File: config.mk
export PLATFORM = sky130hd
export DESIGN_NAME = bus_snapshot_fifo
export DESIGN_NICKNAME = d
export VERILOG_FILES = /design/src/rtl/bus_snapshot_fifo_pkg.sv /design/src/rtl/bus_snapshot_fifo_sync_fifo.sv /design/src/rtl/bus_snapshot_fifo.sv
export SDC_FILE = /design/constraint.sdc
export NUM_CORES = 1
export LEC_CHECK = 0
export CORE_MARGIN = 4
export CORE_UTILIZATION = 40
export DETAILED_ROUTE_END_ITERATION = 7
export PLACE_DENSITY = 0.58
export SLEW_MARGIN = 25
export SYNTH_ARGS = -nofsm -noshare
export SYNTH_HDL_FRONTEND = slang
export SYNTH_SLANG_ARGS = --single-unit
File: constraint.sdc
create_clock -name CLK_IN -period 3.97 [get_ports CLK_IN]
set_input_delay 0.794 -clock CLK_IN [delete_from_list [all_inputs] [get_ports CLK_IN]]
set_output_delay 0.794 -clock CLK_IN [all_outputs]
set_load 0.01 [all_outputs]
File: src/rtl/bus_snapshot_fifo_pkg.sv
// rtl/bus_snapshot_fifo_pkg.sv - shared widths, record layout and SIGNAL_OUT bit positions
package bus_snapshot_fifo_pkg;

  localparam int ADDR_W = 24;
  localparam int DATA_W = 16;
  localparam int FC_W   = 3;
  localparam int SIG_W  = 8;
  localparam int REC_W  = ADDR_W + DATA_W + SIG_W;

  // Captured fields only; VALID and OVERFLOW are added when a record is presented.
  localparam int CAP_W  = ADDR_W + DATA_W + 3 + FC_W;

  localparam int SIG_VALID = 7;
  localparam int SIG_OVR   = 6;
  localparam int SIG_RW    = 5;
  localparam int SIG_UDS   = 4;
  localparam int SIG_LDS   = 3;
  localparam int SIG_FC_HI = 2;
  localparam int SIG_FC_LO = 0;

  typedef struct packed {
    logic [ADDR_W-1:0] addr;
    logic [DATA_W-1:0] data;
    logic              rw;
    logic              uds_n;
    logic              lds_n;
    logic [FC_W-1:0]   fc;
  } cap_rec_t;

endpackage

File: src/rtl/bus_snapshot_fifo_sync_fifo.sv
// rtl/bus_snapshot_fifo_sync_fifo.sv - generic DEPTH x WIDTH FIFO with occupancy count
module sync_fifo
  import bus_snapshot_fifo_pkg::*;
#(
  parameter int DEPTH = 4,
  parameter int WIDTH = CAP_W
) (
  input  logic                       clk_i,
  input  logic                       rst_ni,
  input  logic                       push_i,
  input  logic                       pop_i,
  input  logic [WIDTH-1:0]           wdata_i,
  output logic [WIDTH-1:0]           rdata_o,
  output logic                       full_o,
  output logic                       empty_o,
  output logic [$clog2(DEPTH+1)-1:0] count_o
);

  localparam int PTR_W = $clog2(DEPTH);
  localparam int CNT_W = $clog2(DEPTH+1);

  logic [WIDTH-1:0] mem_q [DEPTH];
  logic [PTR_W-1:0] wr_ptr_q, wr_ptr_d;
  logic [PTR_W-1:0] rd_ptr_q, rd_ptr_d;
  logic [CNT_W-1:0] count_q, count_d;
  logic             do_push;
  logic             do_pop;

  assign empty_o = (count_q == '0);
  assign full_o  = (count_q == CNT_W'(DEPTH));
  assign count_o = count_q;
  assign rdata_o = mem_q[rd_ptr_q];

  // A pop frees a slot in the same cycle, so a full FIFO can still accept a push alongside it.
  assign do_pop  = pop_i & ~empty_o;
  assign do_push = push_i & (~full_o | do_pop);

  always_comb begin
    wr_ptr_d = wr_ptr_q;
    rd_ptr_d = rd_ptr_q;
    count_d  = count_q + CNT_W'(do_push) - CNT_W'(do_pop);
    if (do_push) wr_ptr_d = wr_ptr_q + PTR_W'(1);
    if (do_pop)  rd_ptr_d = rd_ptr_q + PTR_W'(1);
  end

  always_ff @(posedge clk_i or negedge rst_ni) begin
    if (!rst_ni) begin
      wr_ptr_q <= '0;
      rd_ptr_q <= '0;
      count_q  <= '0;
    end else begin
      wr_ptr_q <= wr_ptr_d;
      rd_ptr_q <= rd_ptr_d;
      count_q  <= count_d;
    end
  end

  always_ff @(posedge clk_i) begin
    if (do_push) mem_q[wr_ptr_q] <= wdata_i;
  end

endmodule

File: src/rtl/bus_snapshot_fifo.sv
// rtl/bus_snapshot_fifo.sv - captures one record per 68000 bus cycle and presents one per SPI window
module bus_snapshot_fifo
  import bus_snapshot_fifo_pkg::*;
#(
  parameter int DEPTH       = 4,
  parameter int SYNC_STAGES = 2
) (
  input  logic                       CLK_IN,
  input  logic                       RESET_IN,
  input  logic [ADDR_W-1:0]          ADDR_IN,
  input  logic [DATA_W-1:0]          DATA_IN,
  input  logic                       AS_N_IN,
  input  logic                       DTACK_N_IN,
  input  logic                       RW_IN,
  input  logic                       UDS_N_IN,
  input  logic                       LDS_N_IN,
  input  logic [FC_W-1:0]            FC_IN,
  input  logic                       SPISS_IN,
  output logic [ADDR_W-1:0]          ADDR_OUT,
  output logic [DATA_W-1:0]          DATA_OUT,
  output logic [SIG_W-1:0]           SIGNAL_OUT,
  output logic [$clog2(DEPTH+1)-1:0] COUNT_OUT
);

  logic [SYNC_STAGES-1:0] as_sync_q, as_sync_d;
  logic [SYNC_STAGES-1:0] dtack_sync_q, dtack_sync_d;
  logic [SYNC_STAGES-1:0] ss_sync_q, ss_sync_d;
  logic                   ack_q, ack_d;
  logic                   ss_q, ss_d;
  logic                   ovf_q, ovf_d;
  logic [ADDR_W-1:0]      addr_q, addr_d;
  logic [DATA_W-1:0]      data_q, data_d;
  logic [SIG_W-1:0]       sig_q, sig_d;

  logic     ack;
  logic     ss_s;
  logic     push;
  logic     pop;
  logic     fifo_full;
  logic     fifo_empty;
  cap_rec_t cap_rec;
  cap_rec_t head_rec;

  // Shift in at the LSB; the MSB is the fully synchronised value.
  assign as_sync_d    = (as_sync_q << 1)    | SYNC_STAGES'(AS_N_IN);
  assign dtack_sync_d = (dtack_sync_q << 1) | SYNC_STAGES'(DTACK_N_IN);
  assign ss_sync_d    = (ss_sync_q << 1)    | SYNC_STAGES'(SPISS_IN);

  assign ack   = ~as_sync_q[SYNC_STAGES-1] & ~dtack_sync_q[SYNC_STAGES-1];
  assign ss_s  = ss_sync_q[SYNC_STAGES-1];
  assign ack_d = ack;
  assign ss_d  = ss_s;
  assign push  = ack & ~ack_q;
  assign pop   = ss_s & ~ss_q;

  assign cap_rec = {ADDR_IN, DATA_IN, RW_IN, UDS_N_IN, LDS_N_IN, FC_IN};

  sync_fifo #(
    .DEPTH (DEPTH),
    .WIDTH (CAP_W)
  ) u_fifo (
    .clk_i   (CLK_IN),
    .rst_ni  (RESET_IN),
    .push_i  (push),
    .pop_i   (pop),
    .wdata_i (cap_rec),
    .rdata_o (head_rec),
    .full_o  (fifo_full),
    .empty_o (fifo_empty),
    .count_o (COUNT_OUT)
  );

  always_comb begin
    addr_d = addr_q;
    data_d = data_q;
    sig_d  = sig_q;
    ovf_d  = ovf_q;
    if (pop) begin
      if (!fifo_empty) begin
        addr_d = head_rec.addr;
        data_d = head_rec.data;
        sig_d  = {1'b1, ovf_q, head_rec.rw, head_rec.uds_n, head_rec.lds_n, head_rec.fc};
        ovf_d  = 1'b0;
      end else begin
        sig_d[SIG_VALID] = 1'b0;
        sig_d[SIG_OVR]   = ovf_q;
      end
    end
    // Only a push into a full FIFO without a pop is dropped; that drop always wins the flag.
    if (push && fifo_full && !pop) ovf_d = 1'b1;
  end

  always_ff @(posedge CLK_IN or negedge RESET_IN) begin
    if (!RESET_IN) begin
      as_sync_q    <= '1;
      dtack_sync_q <= '1;
      ss_sync_q    <= '0;
      ack_q        <= 1'b0;
      ss_q         <= 1'b0;
      ovf_q        <= 1'b0;
      addr_q       <= '0;
      data_q       <= '0;
      sig_q        <= '0;
    end else begin
      as_sync_q    <= as_sync_d;
      dtack_sync_q <= dtack_sync_d;
      ss_sync_q    <= ss_sync_d;
      ack_q        <= ack_d;
      ss_q         <= ss_d;
      ovf_q        <= ovf_d;
      addr_q       <= addr_d;
      data_q       <= data_d;
      sig_q        <= sig_d;
    end
  end

  assign ADDR_OUT   = addr_q;
  assign DATA_OUT   = data_q;
  assign SIGNAL_OUT = sig_q;

endmodule

### Yosys cells after proc, flatten, opt, wreduce, memory -nomap -nowiden

Memories as Yosys holds them, arrays and structs flattened. A register that Yosys moved wholly into a read port is not among the register bits.
Cells that the tools add are included.

| storage, ports and cells | value |
|---|---|
| register bits after elaboration | 18 |
| word-level logic and storage cells | 46 |
| memory bits (writable) | 184 |
| input port bits | 51 |
| memories | 1 |
| output and inout port bits | 51 |

Memories:

| memory | words | bits a word | read ports | clocked after memory_dff | wr ports | RTL line | RTL |
|---|---|---|---|---|---|---|---|
| u_fifo.mem_q | 4 | 46 | 1 | 1 | 1 | bus_snapshot_fifo_sync_fifo.sv:22 | `logic [WIDTH-1:0] mem_q [DEPTH];` |

| cells by class | value |
|---|---|
| equality and inequality tests | 2 |
| add/sub/neg operators | 4 |
| reduce and logical (&&, ||, !) cells | 8 |
| bitwise logic cells | 15 |
| multiplexer cells | 6 |

Operators with widths:

| cell | count |
|---|---|
| $not A1 Y1 | 6 |
| $or A2 B1 Y2 | 3 |
| $and A1 B1 Y1 | 5 |
| $mux W1 | 5 |
| $add A2 B1 Y2 const B | 2 |
| $reduce_and A2 Y1 | 2 |
| $add A3 B1 Y3 | 1 |
| $eq A3 B3 Y1 const B | 1 |
| $logic_not A3 Y1 | 1 |
| $sub A3 B1 Y3 | 1 |
| $logic_and A1 B1 Y1 | 2 |
| $logic_not A1 Y1 | 2 |
| $mux W2 | 1 |
| $ne A2 B1 Y1 const B | 1 |
| $reduce_bool A2 Y1 | 1 |
| $or A1 B1 Y1 | 1 |

### Longest topological paths before layout

| logic depth | value |
|---|---|
| word-level depth | 7 |
| depth in mapped cells | 9 |
| mapped depth without buffers | 8 |

### Hierarchy

A second synthesis with hierarchy kept.

| unflattened totals | value |
|---|---|
| cell total of the unflattened synthesis | 392 |
| area, all modules | 9220.1 µm² |

Modules (own cells, without submodules):

| module | instances | sequential area each (µm²) | area each (µm²) | cells an instance |
|---|---|---|---|---|
| sync_fifo | 1 | 5700.5 | 7070.5 | 275 |
| bus_snapshot_fifo | 1 | 1431.4 | 2149.6 | 117 |

### Worst setup path after synthesis

OpenSTA, ideal clock, no wires.

| timing path | value |
|---|---|
| kind | reg2reg |
| start point | register dtack_sync_q[1] |
| end point | memory u_fifo.mem_q[0][0] (netlist bit), enable pin |
| cell stages (with the launch flop) | 4 |
| buffers on the path | 0 |
| arrival | 2.183 ns |
| library setup time | 0.408 ns |
| setup slack | 1.379 ns |
| data required time | 3.562 ns |
| period minus slack after synthesis | 2.591 ns |
| cells stage by stage | dfstp_2 -> or3_1 -> a31oi_2 -> and2_1 |

| on the way | value |
|---|---|
| longest elaborated chain between the ends | 6 |

Ends and longest elaborated chain:

| element | RTL line | RTL |
|---|---|---|
| start: declaration | bus_snapshot_fifo.sv:26 | `logic [SYNC_STAGES-1:0] dtack_sync_q, dtack_sync_d;` |
| start signal: assignment | bus_snapshot_fifo.sv:106 | `dtack_sync_q <= dtack_sync_d;` |
| $not A1 Y1 | bus_snapshot_fifo.sv:49 | `assign ack = ~as_sync_q[SYNC_STAGES-1] & ~dtack_sync_q[SYNC_STAGES-1];` |
| $and A1 B1 Y1 | bus_snapshot_fifo.sv:49 |  |
| $and A1 B1 Y1 | bus_snapshot_fifo.sv:53 | `assign push = ack & ~ack_q;` |
| $and A1 B1 Y1 | bus_snapshot_fifo_sync_fifo.sv:36 | `assign do_push = push_i & (~full_o \| do_pop);` |
| net u_fifo.do_push | bus_snapshot_fifo_sync_fifo.sv:26 | `logic do_push;` |
| $mux W1 | bus_snapshot_fifo_sync_fifo.sv:59 | `if (do_push) mem_q[wr_ptr_q] <= wdata_i;` |
| $mux W1 (not written as such) | bus_snapshot_fifo_sync_fifo.sv:59 |  |
| end: declaration | bus_snapshot_fifo_sync_fifo.sv:22 |  |

The timed path passes the listed nets, and every way through them passes these cells.

### Worst setup path in the final report

| timing path | value |
|---|---|
| start point | register dtack_sync_q[1] |
| end point | memory u_fifo.mem_q[2][12] (netlist bit), enable pin |

The elaborated chain is that of the path after synthesis.

==> results.yml <==
outcome:
  outcome: "finished, final reports clean"
timing:
  tns_ns: 0
  final_hold_viol_count: 0
  worst_slew_pin_slew_ns: 0.973
  slew_viol_final: 0
  setup_viol: 0
  setup_ws_ns: 1.38
  post-route-min-period_ns: 2.59
  rsz0062_at_grt: "no"
  period_share: 0.652
  slew-limit-headroom: 0.351
  clock_skew_ns: 0.0127
  max_freq_ghz: 0.386
detailed_routing:
  avgRoutedWirePerCell_um: 20.4
  drt_first_pass_iters: 4
  ant_nets: 0
  vias: 4067
  via_per_inst: 5.00
  drc_errors: 0
  wirelength_mm: 16.6
  drt_iter0_markers: 189
logic_synthesis:
  synth_edf_count: 184
  synthArstFlopShare: 0.258
  synth.cell_area_mm2: 0.00905
  synth_most_common_cell: "edfxtp_1"
  synth_nets: 450
  synth_top_family_by_area: "multiplexers"
  synth_mux_area_frac: 0.173
  synthTopCellsByCount: "edfxtp_1, dfrtp_1, mux2_2"
  ys_ff_latch: 248
  synth_area_leaders: "edfxtp_1, dfrtp_1, mux4_2, mux2_2, dfstp_2"
  seq_area_frac_synth: 0.788
  ys.flop_type: "edfxtp_1"
  synth_top_area_share: 0.610
  synth_cells: 392
  yosys.area_share.simple: 0.00774
  syn_avg_cell_area_um2: 23.1
  synth-adder-area-share: 0.0105
  yosys.area.top_type: "edfxtp_1"
  synth_cell_type_count: 26
  synth_warnings: 0
  synth_compound_area_frac: 0.00345
  synthXorXnorAreaFrac: 0.00484
setup_path:
  cp-startpoint: "dtack_sync_q[1]"
  rrSetupSlack_ns: 1.38
  arrival_ns: 2.77
  cp_max_fo: 26
  r2r-start: "dtack_sync_q[1]"
  crit_required_ns: 4.15
  rr_endpoint: "u_fifo.mem_q[2][12]"
  startpoint_type: "flop"
  r2r_cells: 4
  endpoint_kind: "flop"
  crit_type: "reg -> reg"
  cp-endpoint: "u_fifo.mem_q[2][12]"
clock_tree:
  cts-resized-gates: 0
  clock_sinks: 248
  clkLatencyLatePin_ns: 0.52
  clock_tree.htree_level_count: 1
  cts-root-buf: "clkbuf_16"
  cts_tree: "built"
  cts_setup_buffers: 0
  cts_max_path_buffers: 3
  ctsHoldBuffers: 0
  cts_buffers: 26
  clkTransAtPathRegs_ns: 0.06
place:
  hpwl_mm: 10.1
  numPortBuffers: 101
  place_ws_ns: 1.32
  gp_congestion: 0.710
layout:
  area_growth_pct: 25.2
  fillers: 1733
  layout.nets: 572
  final_util: 0.515
  num_antenna_cells: 0
  layout-drive-gt1-share: 0.292
hold_path:
  hp-start: "ss_sync_q[0]"
  hold_path_class: "reg -> reg"
  whs_path_depth: 0
power_and_ir_drop:
  leakage_nw: 3.92
  power_density_mw_per_mm2: 716
  vdd_ir_drop_max_uv: 304
global_routing:
  antenna_found_initial: 0
  grt_use_total: 0.137
  grt_overflow_total: 0
  grt_start_max_net_pins: 65
  grt_pass1_vias: 4475
  grt_pass1_wl_mm: 26.2
flow_run:
  cap_violations: 0
die:
  start_util: 0.411
  fp-row-count: 54
  fp.dieW_um: 158
  core_area_mm2: 0.0220
  ios: 102
  die-area_mm2: 0.0251
  fp.dieH_um: 158
how the worst min path moves through the flow:
stage | slack, ns | end
floorplan | 0.33 | ss_sync_q[1]
global placement | 0.36 | dtack_sync_q[1]
detailed placement | 0.34 | ss_sync_q[1]
CTS | 0.36 | ss_sync_q[1]
global route | 0.37 | as_sync_q[1]
finish | 0.36 | ss_sync_q[1]
metal layers:
metal  part of all wire  routed length, um  vias up  GRT usage
met5                  0                  0        -          0
met4              0.022                373        0     0.0366
met3              0.047                788       30     0.0283
met2               0.49               8180      100      0.227
met1               0.44               7300     2116      0.188
li1                   -                  -     1821          -
report_power, final:
group	switching, W	leakage (nW)	internal, W
sequential	0.000330	2.41	0.00326
clock	0.000954	0.450	0.00158
combinational	0.000767	1.05	0.00123
metrics by stage:
stage,total power [W],cell area [um^2],hold WS [ns],instances
finish,0.00812,11300,0.357,814
global route,0.00853,11300,0.365,814
CTS,0.00822,11300,0.355,813
detailed placement,0.00567,10400,0.336,765
global placement,0.00562,10400,0.356,765
floorplan,0.00474,9050,0.331,392
worst max-delay path: stages, from the launching register on:
cell	delay [ns]
dfstp_2	0.37
or3_1	0.41
a31oi_2	0.33
and2_2	0.70
buf_4	0.43
placed cells by master, fill, tap and decap left out:
| cell type | netlist | layout |
|---|---|---|
| a21o_1 | 1 | 1 |
| a31oi_2 | 1 | 1 |
| and2_2 | 0 | 4 |
| buf_16 | 0 | 1 |
| buf_4 | 0 | 8 |
| bufinv_16 | 0 | 4 |
| clkbuf_1 | 2 | 4 |
| clkbuf_16 | 0 | 27 |
| clkbuf_8 | 0 | 4 |
| clkdlybuf4s50_1 | 0 | 100 |
| clkinv_1 | 0 | 2 |
| clkinv_2 | 0 | 4 |
| clkinv_4 | 0 | 1 |
| clkinvlp_4 | 0 | 1 |
| dfrtp_1 | 60 | 58 |
| dfrtp_2 | 0 | 1 |
| dfrtp_4 | 0 | 1 |
| dfstp_2 | 4 | 4 |
| edfxtp_1 | 184 | 184 |
| fa_1 | 1 | 1 |
| ha_1 | 6 | 6 |
| inv_1 | 7 | 7 |
| inv_6 | 0 | 1 |
| mux2_2 | 47 | 47 |
| mux4_2 | 46 | 46 |
| nand2_1 | 1 | 1 |
| nand2b_1 | 1 | 1 |
| nand3_1 | 1 | 1 |
| nor2_1 | 3 | 2 |
| nor2_4 | 0 | 1 |
| nor3_1 | 1 | 1 |
| nor3b_1 | 1 | 1 |
| o21ai_0 | 1 | 1 |
| o22ai_1 | 1 | 1 |
| or3_1 | 1 | 1 |
| xnor2_1 | 3 | 3 |
| xor2_1 | 2 | 2 |
registers in the layout, indices dropped and copies added, names as in the netlist, 2 cells and up:
signal	count
u_fifo.mem_q	184
ADDR_OUT	24
DATA_OUT	16
SIGNAL_OUT	8
u_fifo.count_o	3
as_sync_q	2
dtack_sync_q	2
ss_sync_q	2
u_fifo.rd_ptr_q	2
u_fifo.wr_ptr_q	2
cells by family (layout without fill, tap and decap cells):
group / count (synthesis) / count (layout)
flops: 248 / 248
mux: 93 / 93
buf+inv: 22 / 164
simple gates: 13 / 13
fa+ha+maj: 7 / 7
xor+xnor: 5 / 5
compound gates: 4 / 4
area by class of cell:
cell class | count | area, um^2 | share of cell area
Sequential cell | 248 | 7140 | 0.629
Inverter | 7 | 26.3 | 0.00232
Clock inverter | 13 | 173 | 0.0152
Multi-Input combinational cell | 122 | 1820 | 0.160
Clock buffer | 35 | 746 | 0.0658
Timing Repair Buffer | 109 | 1090 | 0.0960
Tap cell | 280 | 350 | 0.0309
(Power assumes the default switching activity.)
